==> src/rtl/tap_if.sv <==
// Button tap bus: press pulses and enable in, completed tap-group reports out.
interface tap_if #(
    parameter int MAX_TAPS = 3
);
    localparam int TAP_W = $clog2(MAX_TAPS + 1);

    logic             pos_edge;
    logic             enable;
    logic             tap_valid;
    logic [TAP_W-1:0] tap_count;
    logic             busy;

    modport master (
        output pos_edge, enable,
        input  tap_valid, tap_count, busy
    );

    modport slave (
        input  pos_edge, enable,
        output tap_valid, tap_count, busy
    );
endinterface

==> src/rtl/tap_decoder.sv <==
// Groups debounced press pulses into single/double/... taps with a post-press lockout,
// reporting each finished group as a one-cycle tap_valid plus its tap_count.
module tap_decoder #(
    parameter int LOCKOUT_CYCLES = 1000,
    parameter int WINDOW_CYCLES  = 50000,
    parameter int MAX_TAPS       = 3,
    parameter int TIMER_W        = 16
) (
    input  logic clk,
    input  logic nrst,
    tap_if.slave bus
);
    localparam int TAP_W = $clog2(MAX_TAPS + 1);

    localparam logic [TIMER_W-1:0] LOCK_LAST = TIMER_W'(LOCKOUT_CYCLES - 1);
    localparam logic [TIMER_W-1:0] WIN_LAST  = TIMER_W'(WINDOW_CYCLES - 1);
    localparam logic [TAP_W-1:0]   TAPS_MAX  = TAP_W'(MAX_TAPS);

    typedef enum logic [1:0] {IDLE, LOCKOUT, WINDOW, REPORT} state_t;

    state_t             state;
    logic [TAP_W-1:0]   count;
    logic [TIMER_W-1:0] timer;
    logic [TAP_W-1:0]   tap_count_q;

    // NOTE: all state updates use non-blocking assignments so every register samples
    // pre-edge values; the async reset clears the whole FSM, including the held report.
    always_ff @(posedge clk or negedge nrst) begin
        if (!nrst) begin
            state       <= IDLE;
            count       <= '0;
            timer       <= '0;
            tap_count_q <= '0;
        end else if (!bus.enable && (state == LOCKOUT || state == WINDOW)) begin
            // Abort silently; the previous report stays visible on tap_count.
            state <= IDLE;
            count <= '0;
            timer <= '0;
        end else begin
            case (state)
                IDLE: begin
                    if (bus.pos_edge && bus.enable) begin
                        count <= TAP_W'(1);
                        timer <= '0;
                        state <= LOCKOUT;
                    end
                end
                LOCKOUT: begin
                    if (timer == LOCK_LAST) begin
                        timer <= '0;
                        if (count == TAPS_MAX) begin
                            tap_count_q <= count;
                            state       <= REPORT;
                        end else begin
                            state <= WINDOW;
                        end
                    end else begin
                        timer <= timer + TIMER_W'(1);
                    end
                end
                WINDOW: begin
                    // A press on the final window cycle still extends the group.
                    if (bus.pos_edge) begin
                        count <= count + TAP_W'(1);
                        timer <= '0;
                        state <= LOCKOUT;
                    end else if (timer == WIN_LAST) begin
                        timer       <= '0;
                        tap_count_q <= count;
                        state       <= REPORT;
                    end else begin
                        timer <= timer + TIMER_W'(1);
                    end
                end
                REPORT: begin
                    count <= '0;
                    timer <= '0;
                    state <= IDLE;
                end
                default: begin
                    count <= '0;
                    timer <= '0;
                    state <= IDLE;
                end
            endcase
        end
    end

    assign bus.tap_valid = (state == REPORT);
    assign bus.busy      = (state != IDLE);
    assign bus.tap_count = tap_count_q;

endmodule
==> src/flat_wrapper.sv <==
// flat-port wrapper written by rule: the top's interface ports become plain ports
module tap_decoder_flat 
#(
    parameter int LOCKOUT_CYCLES = 1000,
    parameter int WINDOW_CYCLES  = 50000,
    parameter int MAX_TAPS       = 3,
    parameter int TIMER_W        = 16
)
  (clk, nrst, bus_pos_edge, bus_enable, bus_tap_valid, bus_tap_count, bus_busy);
  tap_if #(.MAX_TAPS(MAX_TAPS)) bus_i ();
  input  logic clk;
  input  logic nrst;
  input wire logic [$bits(bus_i.pos_edge)-1:0] bus_pos_edge;
  input wire logic [$bits(bus_i.enable)-1:0] bus_enable;
  output wire logic [$bits(bus_i.tap_valid)-1:0] bus_tap_valid;
  output wire logic [$bits(bus_i.tap_count)-1:0] bus_tap_count;
  output wire logic [$bits(bus_i.busy)-1:0] bus_busy;
  assign bus_i.pos_edge = bus_pos_edge;
  assign bus_i.enable = bus_enable;
  assign bus_tap_valid = bus_i.tap_valid;
  assign bus_tap_count = bus_i.tap_count;
  assign bus_busy = bus_i.busy;
  tap_decoder #(.LOCKOUT_CYCLES(LOCKOUT_CYCLES), .WINDOW_CYCLES(WINDOW_CYCLES), .MAX_TAPS(MAX_TAPS), .TIMER_W(TIMER_W)) u_core (.clk(clk), .nrst(nrst), .bus(bus_i));
endmodule
==> config.mk <==
export PLATFORM = sky130hd
export DESIGN_NAME = tap_decoder_flat
export DESIGN_NICKNAME = d
export VERILOG_FILES = /design/src/rtl/tap_if.sv /design/src/rtl/tap_decoder.sv /design/src/flat_wrapper.sv
export SDC_FILE = /design/constraint.sdc
export NUM_CORES = 1
export LEC_CHECK = 0
export ABC_AREA = 1
export CAP_MARGIN = 20
export CORE_MARGIN = 2
export CORE_UTILIZATION = 30
export DETAILED_ROUTE_END_ITERATION = 6
export HOLD_SLACK_MARGIN = 0.1
export PLACE_DENSITY_LB_ADDON = 0.05
export SLEW_MARGIN = 20
export SYNTH_ARGS = -nofsm -noshare
export SYNTH_HDL_FRONTEND = slang
export SYNTH_SLANG_ARGS = --single-unit
==> constraint.sdc <==
create_clock -name clk -period 1.9 [get_ports clk]
set_clock_uncertainty 0.15 [all_clocks]
set_input_delay 0.19 -clock clk [delete_from_list [all_inputs] [get_ports clk]]
set_output_delay 0.19 -clock clk [all_outputs]
set_load 0.005 [all_outputs]
==> results of run 1 <==
## what timing repair did
action                     in CTS  in global routing
setup buffers                   0                  3
setup endpoints to repair       0                  7
gates resized for setup         0                  3
## report_power, final
group	internal (mW)	switching (mW)
registers	0.537	0.0449
clock network	0.141	0.150
logic	0.443	0.645
## per-stage QoR
stage,area [sq um],cells
2_1_floorplan,1568,220
3_3_place_gp,1795,306
3_5_place_dp,1795,306
4_1_cts,1837,309
5_1_grt,1872,312
6_report,1872,312
## logic make-up after synthesis
kind of cell    Yosys count  synth area share
fa+ha+maj                 6           0.04788
buf+inv                  29           0.07022
compound gates           22           0.08699
flops                    22            0.3512
simple gates            136            0.4158
xor+xnor                  5           0.02794
## cell usage after synthesis
| cell type | n | share of area |
|---|---|---|
| inv_2 | 1 | 0.0024 |
| nor3_1 | 4 | 0.013 |
| a21oi_2 | 7 | 0.039 |
| inv_1 | 26 | 0.062 |
| o21ai_1 | 6 | 0.019 |
| ha_1 | 6 | 0.048 |
| nor2_2 | 7 | 0.028 |
| clkinv_1 | 1 | 0.0024 |
| nand2_8 | 1 | 0.013 |
| nand2_4 | 3 | 0.022 |
| nand2_1 | 63 | 0.15 |
| nand3_2 | 1 | 0.0064 |
| a21oi_1 | 4 | 0.013 |
| xnor2_1 | 2 | 0.011 |
| nor2_1 | 19 | 0.045 |
| nand4_1 | 7 | 0.028 |
| nand3_1 | 25 | 0.080 |
| o21ai_0 | 5 | 0.016 |
| xor2_1 | 3 | 0.017 |
| dfrtp_1 | 22 | 0.35 |
| nand2_2 | 4 | 0.016 |
| nor2_4 | 2 | 0.014 |
| buf_2 | 1 | 0.0032 |
## per-layer routing
| layer | vias up | GRT usage | part of all wire |
|---|---|---|---|
| met5 | - | 0 | 0 |
| met2 | 10 | 0.2009 | 0.44 |
| met3 | 2 | 0.02844 | 0.024 |
| met1 | 621 | 0.1969 | 0.53 |
| li1 | 752 | - | - |
| met4 | 0 | 0.02727 | 0.0069 |
## state kept, by name (all words and copies together), names as in the netlist
name,flops
u_core.count,2
u_core.bus.tap_count,2
u_core.state,2
u_core.timer,16
## worst max-delay path by stage
| stage | slack [ns] | from | end | cells after the start |
|---|---|---|---|---|
| after global placement | 0.07 | bus_pos_edge | u_core.timer[11]$_DFFE_PN0P_ | 7 |
| final | 0.1 | u_core.state[0]$_DFFE_PN0P_ | bus_tap_valid | 3 |
| after detailed placement | 0.1 | bus_enable | u_core.timer[0]$_DFFE_PN0P_ | 7 |
| after CTS | 0.06 | u_core.state[0]$_DFFE_PN0P_ | bus_busy | 4 |
| after global routing | -0.01 | u_core.state[1]$_DFFE_PN0P_ | u_core.timer[7]$_DFFE_PN0P_ | 10 |
| after floorplan | 0.13 | u_core.state[0]$_DFFE_PN0P_ | u_core.timer[10]$_DFFE_PN0P_ | 8 |
## cell type report
class,count,area [sq um]
clock buffers,3,41.29
fillers,582,3203
inverters,28,105.1
multi-input cells,169,919.6
flip-flops and latches,22,550.5
well taps,70,87.58
repair buffers,20,167.7
## worst reg2reg max path, cell delays in order, from the launching register on
cell     delay (ns)
dfrtp_1        0.38
inv_1          0.10
ha_2           0.28
inv_1          0.09
nor2_4         0.05
inv_1          0.13
nand2_4        0.10
buf_4          0.16
buf_4          0.13
a21oi_2        0.12
==> impl_metrics.xml, run 1 <==
<?xml version="1.0" encoding="UTF-8"?>
<metrics>
  <group name="run_status">
    <metric name="status" unit="">complete, no violations</metric>
  </group>
  <group name="worst_setup_path">
    <metric name="cp_top_family" unit="">buffers and inverters</metric>
    <metric name="critical_path.startpoint_type" unit="">flip-flop</metric>
    <metric name="ws_path_type" unit="">flip-flop to primary output</metric>
    <metric name="reg2reg_to" unit="">u_core.timer[5]$_DFFE_PN0P_</metric>
    <metric name="path_buf_inv" unit="">2</metric>
    <metric name="worst_ep_arrival_time" unit="ns">1.46</metric>
    <metric name="critPathSlowestCell" unit="">clkdlybuf4s50_1</metric>
    <metric name="crit_path_max_incr_delay" unit="ns">0.45</metric>
    <metric name="number_of_cells_on_the_worst_reg_to_reg_path" unit="">9</metric>
    <metric name="critical_path.cell_chain" unit="">buf_4 -&gt; ha_1 -&gt; clkdlybuf4s50_1</metric>
    <metric name="r2r_start" unit="">u_core.state[1]$_DFFE_PN0P_</metric>
    <metric name="critical_path.max_fanout" unit="">5</metric>
    <metric name="r2r_setup_slack" unit="ns">0.14</metric>
    <metric name="worst_setup_path_end_kind" unit="">primary output</metric>
    <metric name="worstPathRequired" unit="ns">1.56</metric>
  </group>
  <group name="logic_synthesis">
    <metric name="synthesis.instances" unit="">220</metric>
    <metric name="postSynthAreaPerCell" unit="sq um">7.126</metric>
    <metric name="synth-seq-cells" unit="">22</metric>
    <metric name="synth.net_count" unit="">230</metric>
    <metric name="post_synth_instance_area" unit="sq um">1568</metric>
    <metric name="synth_sequential_area_ratio" unit="">0.3512</metric>
    <metric name="synth.lib_cells_used.distinct" unit="">23</metric>
    <metric name="synth_warnings" unit="">0</metric>
  </group>
  <group name="power">
    <metric name="fin_total_pwr" unit="mW">1.962</metric>
    <metric name="max-vdd-ir-drop" unit="mV">0.4080</metric>
    <metric name="power.density_cell_area" unit="nW/um^2">1048</metric>
    <metric name="p_leak" unit="nW">0.8412</metric>
  </group>
  <group name="cells_and_area">
    <metric name="share_of_cells_above_drive_strength_1" unit="">0.1860</metric>
    <metric name="insertedDiodeCount" unit="">0</metric>
    <metric name="areaGrowthSynthToFinish" unit="%">19.39</metric>
    <metric name="number_of_nets_at_the_end_of_the_flow" unit="">254</metric>
    <metric name="postLayoutCoreUtil" unit="">0.3688</metric>
    <metric name="layout.cells.most_common_list" unit="">63 x nand2_1, 26 x inv_1, 25 x nand3_1</metric>
    <metric name="final_common_cell" unit="">nand2_1</metric>
  </group>
  <group name="sta">
    <metric name="fmaxAchievable" unit="MHz">554.9</metric>
    <metric name="finalWorstSetupSlack" unit="ns">0.09791</metric>
    <metric name="fin_hold_ws" unit="ns">0.1368</metric>
    <metric name="unrepaired_setup_endpoints_after_global_routing" unit="">yes</metric>
    <metric name="fin_crit" unit="ns">1.802</metric>
    <metric name="tightestPinTransition" unit="ns">0.4228</metric>
    <metric name="hold_viol" unit="">0</metric>
    <metric name="relSlewSlack" unit="">0.7178</metric>
    <metric name="timing.setup.tns" unit="ns">0</metric>
    <metric name="min_period_over_period" unit="">0.9485</metric>
    <metric name="timing_max_transition_violations_final" unit="">0</metric>
    <metric name="setup_viol" unit="">0</metric>
  </group>
  <group name="floorplan">
    <metric name="die_w" unit="um">76.29</metric>
    <metric name="ios" unit="">8</metric>
    <metric name="floorplan.core_area" unit="sq um">5075</metric>
    <metric name="floorplan.initialDensity" unit="">0.3089</metric>
    <metric name="fp.dieH" unit="um">76.29</metric>
    <metric name="std_cell_rows" unit="">26</metric>
    <metric name="die-area" unit="sq um">5820</metric>
  </group>
  <group name="global_routing">
    <metric name="grtUsageTotal" unit="">0.1336</metric>
    <metric name="grt_max_degree" unit="">23</metric>
    <metric name="grt_first_pass_wirelength" unit="mm">6.299</metric>
    <metric name="antenna_found_initial" unit="">0</metric>
    <metric name="grt_pass1_vias" unit="">1328</metric>
    <metric name="overflow" unit="">0</metric>
  </group>
  <group name="placement">
    <metric name="io_buffer_count" unit="">7</metric>
    <metric name="gpl.final_weighted_congestion" unit="">0.8026</metric>
    <metric name="dp_hpwl" unit="mm">2.748</metric>
    <metric name="pre_cts_slack" unit="ns">0.09701</metric>
  </group>
  <group name="clock_network">
    <metric name="h-tree-depth" unit="">1</metric>
    <metric name="cts_sinks" unit="">22</metric>
    <metric name="clk_pin_slew_worst_paths" unit="ns">0.08</metric>
    <metric name="clk_latency" unit="ns">0.26</metric>
    <metric name="numCtsBuffers" unit="">3</metric>
    <metric name="tritoncts" unit="">built</metric>
    <metric name="clock_path_buffers" unit="">2</metric>
    <metric name="clock_root_buffer" unit="">clkbuf_8</metric>
    <metric name="postCtsHoldBufs" unit="">0</metric>
  </group>
  <group name="hold_path">
    <metric name="timing.hold.worst.class" unit="">input pin to asynchronous set/reset pin</metric>
  </group>
  <group name="routing">
    <metric name="vias_per_cell" unit="">4.439</metric>
    <metric name="detail_route.iter0.violations" unit="">60</metric>
    <metric name="detailedRoute.firstPassIterationCount" unit="">4</metric>
    <metric name="wire_per_inst" unit="um">11.66</metric>
    <metric name="post-route-drc-count" unit="">0</metric>
    <metric name="routed_wirelength" unit="mm">3.637</metric>
    <metric name="antenna_violation_net_count_after_detailed_routing" unit="">0</metric>
    <metric name="via_count" unit="">1385</metric>
  </group>
  <group name="job">
    <metric name="max-cap-violations" unit="">0</metric>
  </group>
</metrics>
(Power assumes the default switching activity.)
==> inputs of run 2 (changes only) <==
- CTS_CLUSTER_DIAMETER: default -> 40
- HOLD_SLACK_MARGIN: 0.1 -> default
==> results of run 2 <==
Final layout, timing and power as in run 1 (identical DEF).
